## config.mk

```make
export PLATFORM = sky130hd
export DESIGN_NAME = cam_query_controller
export DESIGN_NICKNAME = d
export VERILOG_FILES = /design/src/rtl/cam_query_controller.sv
export SDC_FILE = /design/constraint.sdc
export NUM_CORES = 1
export LEC_CHECK = 0
export CAP_MARGIN = 30
export CORE_ASPECT_RATIO = 0.8
export CORE_UTILIZATION = 45
export CTS_BUF_LIST = sky130_fd_sc_hd__clkbuf_16
export DETAILED_ROUTE_END_ITERATION = 7
export GPL_TIMING_DRIVEN = 1
export MAX_ROUTING_LAYER = met4
export PLACE_DENSITY = 0.86
export SETUP_SLACK_MARGIN = 0.2
export SLEW_MARGIN = 20
export SYNTH_ARGS = -nofsm -noshare
export SYNTH_HDL_FRONTEND = slang
export SYNTH_SLANG_ARGS = --single-unit
```

## constraint.sdc

```tcl
create_clock -name clk -period 3.7 [get_ports clk]
set_clock_uncertainty 0.05 [all_clocks]
set_input_delay 0.37 -clock clk [delete_from_list [all_inputs] [get_ports clk]]
set_output_delay 0.37 -clock clk [all_outputs]
set_load 0.05 [all_outputs]
```

## src/rtl/cam_query_controller.sv

```systemverilog
// cam_query_controller: sequences write/search commands into a CAM, one pin cycle per command,
// and returns search results over a valid/ready port with saturating hit/miss statistics.
module cam_query_controller #(
   parameter int KEY_W   = 8,
   parameter int ADDR_W  = 4,
   parameter int CAM_LAT = 1,
   parameter int CNT_W   = 8
) (
   input  logic              clk,
   input  logic              rst,
   input  logic              req_valid,
   output logic              req_ready,
   input  logic              req_op,
   input  logic [KEY_W-1:0]  req_key,
   input  logic [ADDR_W-1:0] req_addr,
   output logic              cam_wen,
   output logic              cam_ren,
   output logic [KEY_W-1:0]  cam_din,
   output logic [ADDR_W-1:0] cam_addr,
   input  logic [ADDR_W-1:0] cam_dout,
   input  logic              cam_hit,
   output logic              rsp_valid,
   input  logic              rsp_ready,
   output logic              rsp_hit,
   output logic [ADDR_W-1:0] rsp_addr,
   output logic [KEY_W-1:0]  rsp_key,
   output logic [CNT_W-1:0]  hit_cnt,
   output logic [CNT_W-1:0]  miss_cnt
);
   typedef enum logic [1:0] {IDLE, ISSUE, WAIT, RESP} state_t;
   localparam int LW = CAM_LAT > 1 ? $clog2(CAM_LAT) : 1;
   state_t state, state_nx;
   logic op_q;
   logic [KEY_W-1:0] key_q;
   logic [ADDR_W-1:0] addr_q;
   logic [LW-1:0] lat_cnt;
   logic lat_done;
   assign lat_done = lat_cnt == '0;
   always_ff @(posedge clk or posedge rst) begin
      if (rst) state <= IDLE;
      else state <= state_nx;
   end
   always_comb begin
      state_nx = state;
      req_ready = state == IDLE;
      rsp_valid = state == RESP;
      cam_wen = state == ISSUE && op_q;
      cam_ren = state == ISSUE && !op_q;
      cam_din = state == ISSUE ? key_q : '0;
      cam_addr = cam_wen ? addr_q : '0;
      case (state)
         IDLE:    state_nx = req_valid ? ISSUE : IDLE;
         ISSUE:   state_nx = op_q ? IDLE : WAIT;
         WAIT:    state_nx = lat_done ? RESP : WAIT;
         RESP:    state_nx = rsp_ready ? IDLE : RESP;
         default: state_nx = IDLE;
      endcase
   end
   always_ff @(posedge clk or posedge rst) begin
      if (rst) begin
         op_q <= 1'b0;
         key_q <= '0;
         addr_q <= '0;
         lat_cnt <= '0;
         rsp_hit <= 1'b0;
         rsp_addr <= '0;
         rsp_key <= '0;
         hit_cnt <= '0;
         miss_cnt <= '0;
      end else begin
         if (state == IDLE && req_valid) begin
            op_q <= req_op;
            key_q <= req_key;
            addr_q <= req_addr;
         end
         if (state == ISSUE) lat_cnt <= LW'(CAM_LAT - 1);
         else if (state == WAIT && !lat_done) lat_cnt <= lat_cnt - 1'b1;
         // result capture and statistics share the edge that leaves WAIT
         if (state == WAIT && lat_done) begin
            rsp_hit <= cam_hit;
            rsp_addr <= cam_hit ? cam_dout : '0;
            rsp_key <= key_q;
            if (cam_hit && hit_cnt != '1) hit_cnt <= hit_cnt + 1'b1;
            if (!cam_hit && miss_cnt != '1) miss_cnt <= miss_cnt + 1'b1;
         end
      end
   end
endmodule

```

# Word-level counts from Yosys, hierarchy flattened
# Cells that the tools add are included.
# word_totals
register_bits	45
word_cells	42
input_bits	22
# classes
n_reduce_logical	13
addsub	3
bitwise	1
n_eq_ne	5
n_mux	10
# ops
operator	n
8-bit by 1-bit adder with 8-bit output (second input constant)	2
8-bit != test (second input constant)	2
4-bit two-way mux	2
8-bit two-way mux	1
2-bit one-hot mux with 4 select lines	1
1-bit logical AND	7
2-bit == test (second input constant)	2
1-bit two-way mux	4
2-bit two-way mux	2
2-bit AND reduction	2
2-bit by 1-bit == test with 1-bit output (second input constant)	1
1-bit logical NOT	2
2-bit logical NOT	1
2-bit nonzero test	1
1-bit inverter	1
1-bit subtractor (second input constant)	1

# Longest topological paths before layout
# logic_depth
ltp_word	4
ltp_mapped	5
depth_no_buf	4

# Least setup slack after synthesis
# Ideal clock, no wire load.
# synth_timing
path_type	register -> register
from	reg state[1]
to	reg key_q[0]
path_stages_with_launch	6
arrival_ns	2.128
synth_period_minus_slack_ns	2.303
path_slack_ns	1.397
t_required_ns	3.525
setup_ns	0.125
path_cell_list	dfrtp_1 > nor2_1 > and2_1 > clkbuf_1 > buf_2 > mux2_2
# synth_via
elab_chain_len	2
# synth_lines
item	line	text
start: declaration	32	state_t state, state_nx;
start signal: assignment	41	else state <= state_nx;
2-bit logical NOT	-	
named net req_ready	12	output logic req_ready,
1-bit logical AND	71	if (state == IDLE && req_valid) begin
end signal: assignment	73	key_q <= req_key;
end: declaration	34	logic [KEY_W-1:0] key_q;
# The timed path passes the listed nets, and every way through them passes these cells.
# A chain may end at the register's enable or synchronous reset.

# Final worst setup path
# layout_timing
from	reg state[0]
to	out cam_ren
# layout_via
elab_chain_len	2
# layout_lines
item	line	text
2-bit by 1-bit == test with 1-bit output	48	cam_ren = state == ISSUE && !op_q;
1-bit logical AND	48	
end: declaration	17	output logic cam_ren,
# Every way passes these cells.

==> results_dict.tcl <==
set metrics [dict create \
    seqPwrFrac 0.315 \
    die_h_um 62.1 \
    synth-main-ff-cell "dfrtp_1" \
    cts_buffer_depth 2 \
    start_kind "register" \
    cts_root_buffer "clkbuf_16" \
    status "completed" \
    grt_pass1_wl_um 6730 \
    synthArstFlopShare 1.00 \
    path_max_fanout 14 \
    die-area_mm2 0.00479 \
    clockPowerShare 0.150 \
    nNetsFinal 251 \
    max_cap_violations 0 \
    cts_hold_buf 0 \
    core_mm2 0.00426 \
    wire_per_inst_um 14.9 \
    grt_pass1_vias 1379 \
    hpwl_um 2840 \
    synth_area_leaders "dfrtp_1 55%, mux2_2 11%, mux2_1 5.0%" \
    wirelength_um 4250 \
    leakagePower_nw 1.21 \
    slew_violations 0 \
    start_util 0.477 \
    cts_max_level 2 \
    internal_power_mw 1.51 \
    ctsResizeCount 0 \
    period_minus_slack_ps 2910 \
    ir_drop_uv 622 \
    path_class "reg2out" \
    yosysSeqAreaShare 0.555 \
    cts_buffers 5 \
    cts.sinks 45 \
    synthCells 159 \
    grt_max_degree 46 \
    cp_slowest_cell "clkdlybuf4s50_1" \
    clkTransAtPathRegs_ps 60 \
    gp_congestion 0.814 \
    drive_gt1_frac 0.145 \
    synth_top_area_share 0.555 \
    synth.mux.area_fraction 0.155 \
    row_count 21 \
    netlist_area_mm2 0.00203 \
    areaGrowthSynthToFinish_pct 42.5 \
    mostFrequentLayoutCells "66 x clkdlybuf4s50_1, 45 x dfrtp_1, 19 x mux2_2" \
    cp-end-kind "output port" \
    syn_nets 183 \
    worstMarginPinSlew_ps 762 \
    synth_simple_gate_area_frac 0.157 \
    synthAdderAreaFrac 0.0123 \
    fillers 335 \
    vias 1481 \
    cts_tree "done" \
    portBuffers 66 \
    required_ps 3280 \
    die_w_um 77.1 \
    synth_compound_area_frac 0.0684 \
    crit_top_cell "nor2b_1" \
    layout_commonest_cell "clkdlybuf4s50_1" \
    synth-seq-cells 45 \
    rsz0062_at_grt "no" \
    slowest_delay_ps 820 \
    yosys.area.top_type "dfrtp_1" \
    period_share 0.786 \
    clock_latency_ps 280 \
    power_mw 2.78 \
    synthXorXnorAreaFrac 0.0345 \
    combPwrFrac 0.535 \
    grtUsageTotal 0.196 \
    hp-class "in2async" \
    firstDrtPassIters 4 \
    antenna_found_initial 0 \
    p_sw_mw 1.27 \
    viasPerCell 5.20 \
    netlist-cell-type-count 34 \
    yosysWarningCount 0 \
    crit_arrival_ps 2490 \
    antennaDiodeCount 0 \
    timing_hold_violations_final 0 \
    setup_violations 0 \
    timing.critical_path.cells "nor2b_1, nor2b_1, clkdlybuf4s50_1" \
    grt.overflow.total 0 \
    postCtsSetupBuffers 0 \
    synth_top_family_by_area "simple AND/OR/NAND/NOR gates" \
    slew_headroom 0.491 \
    synth-edff-count 0 \
    drc 0 \
    fmax_ghz 0.344 \
    synth.avg_cell_area_um2 12.8 \
    p_per_area_mw_per_mm2 962 \
    tns_ps 0 \
    dr.first_iter.drc_count 56 \
    p_sw_frac 0.457 \
    io_pins 67 \
    antenna_left 0 \
]
-- power groups by stage --
stage	sequential, mW	clock [mW]	combinational, mW
floorplan	1.24	0	0.649
global placement	0.869	0	1.47
detailed placement	0.880	0	1.49
CTS	0.878	0.431	1.50
global route	0.911	0.451	1.57
finish	0.876	0.417	1.49
-- metrics by stage --
stage / cells / util / area, um2 / setup WS (ps) / hold WS [ps]
global route: 285 / 0.680 / 2890 / 648 / 286
detailed placement: 276 / 0.643 / 2740 / 1130 / 417
global placement: 276 / 0.643 / 2740 / 1170 / 409
floorplan: 159 / - / 2030 / 1400 / 399
finish: 285 / 0.680 / 2890 / 792 / 280
CTS: 284 / 0.675 / 2870 / 821 / 434
-- layer usage --
| metal | GRT usage | wire length (um) | up-vias |
|---|---|---|---|
| met5 | - | 0 | - |
| met4 | 0.0647 | 19 | 0 |
| met3 | 0.0788 | 285 | 2 |
| met2 | 0.282 | 1940 | 49 |
| met1 | 0.253 | 2010 | 717 |
| li1 | - | - | 713 |
-- synth_stat cells, types with 4 or more instances --
cell type   n
a22o_1      4
dfrtp_1    45
nand3_1     4
nand2_1     7
and2_1     12
mux2_1      9
mux2_2     19
xnor2_1     8
nand4_1     6
and3_1      8
-- registers in the layout, indices dropped and copies added (netlist names) --
register and flops:
rsp_addr 4, miss_cnt 8, rsp_key 8, state 2
hit_cnt 8, op_q 1, key_q 8, lat_cnt 1
rsp_hit 1, addr_q 4
-- worst paths after layout --
path / start / end / slack [ps] / cells past startpoint
setup / recovery: state[0] / cam_ren / 790 / 3
hold / removal: rst / rsp_addr[0] / 280 / 2
setup reg to reg: state[0] / miss_cnt[7] / 1830 / 3
hold reg to reg: addr_q[1] / addr_q[1] / 420 / 1
max in group asynchronous: rst / miss_cnt[6] / 2860 / 3
min in group clk: addr_q[1] / addr_q[1] / 420 / 1
-- layout make-up --
type	count	area (um2)	share of cell area
timing repair buffer	67	681	0.235
clock buffer	5	125	0.0432
sequential	45	1130	0.389
multi-input combinational	105	867	0.300
tap	57	71.3	0.0246
inverter	3	11.3	0.00389
clock inverter	3	12.5	0.00432
-- worst max-delay path: cells and delay by family, from the launching register on --
family,cells,cell delay [ps]
buffers and inverters,1,820
DFF,1,470
and+or+nand+nor,2,920
-- cells by family after synthesis --
group | Yosys count
buf+inv | 9
flops | 45
mux | 28
xor+xnor | 8
simple gates | 50
fa+ha+maj | 2
compound gates | 17
Power figures use the tool's default switching activity.
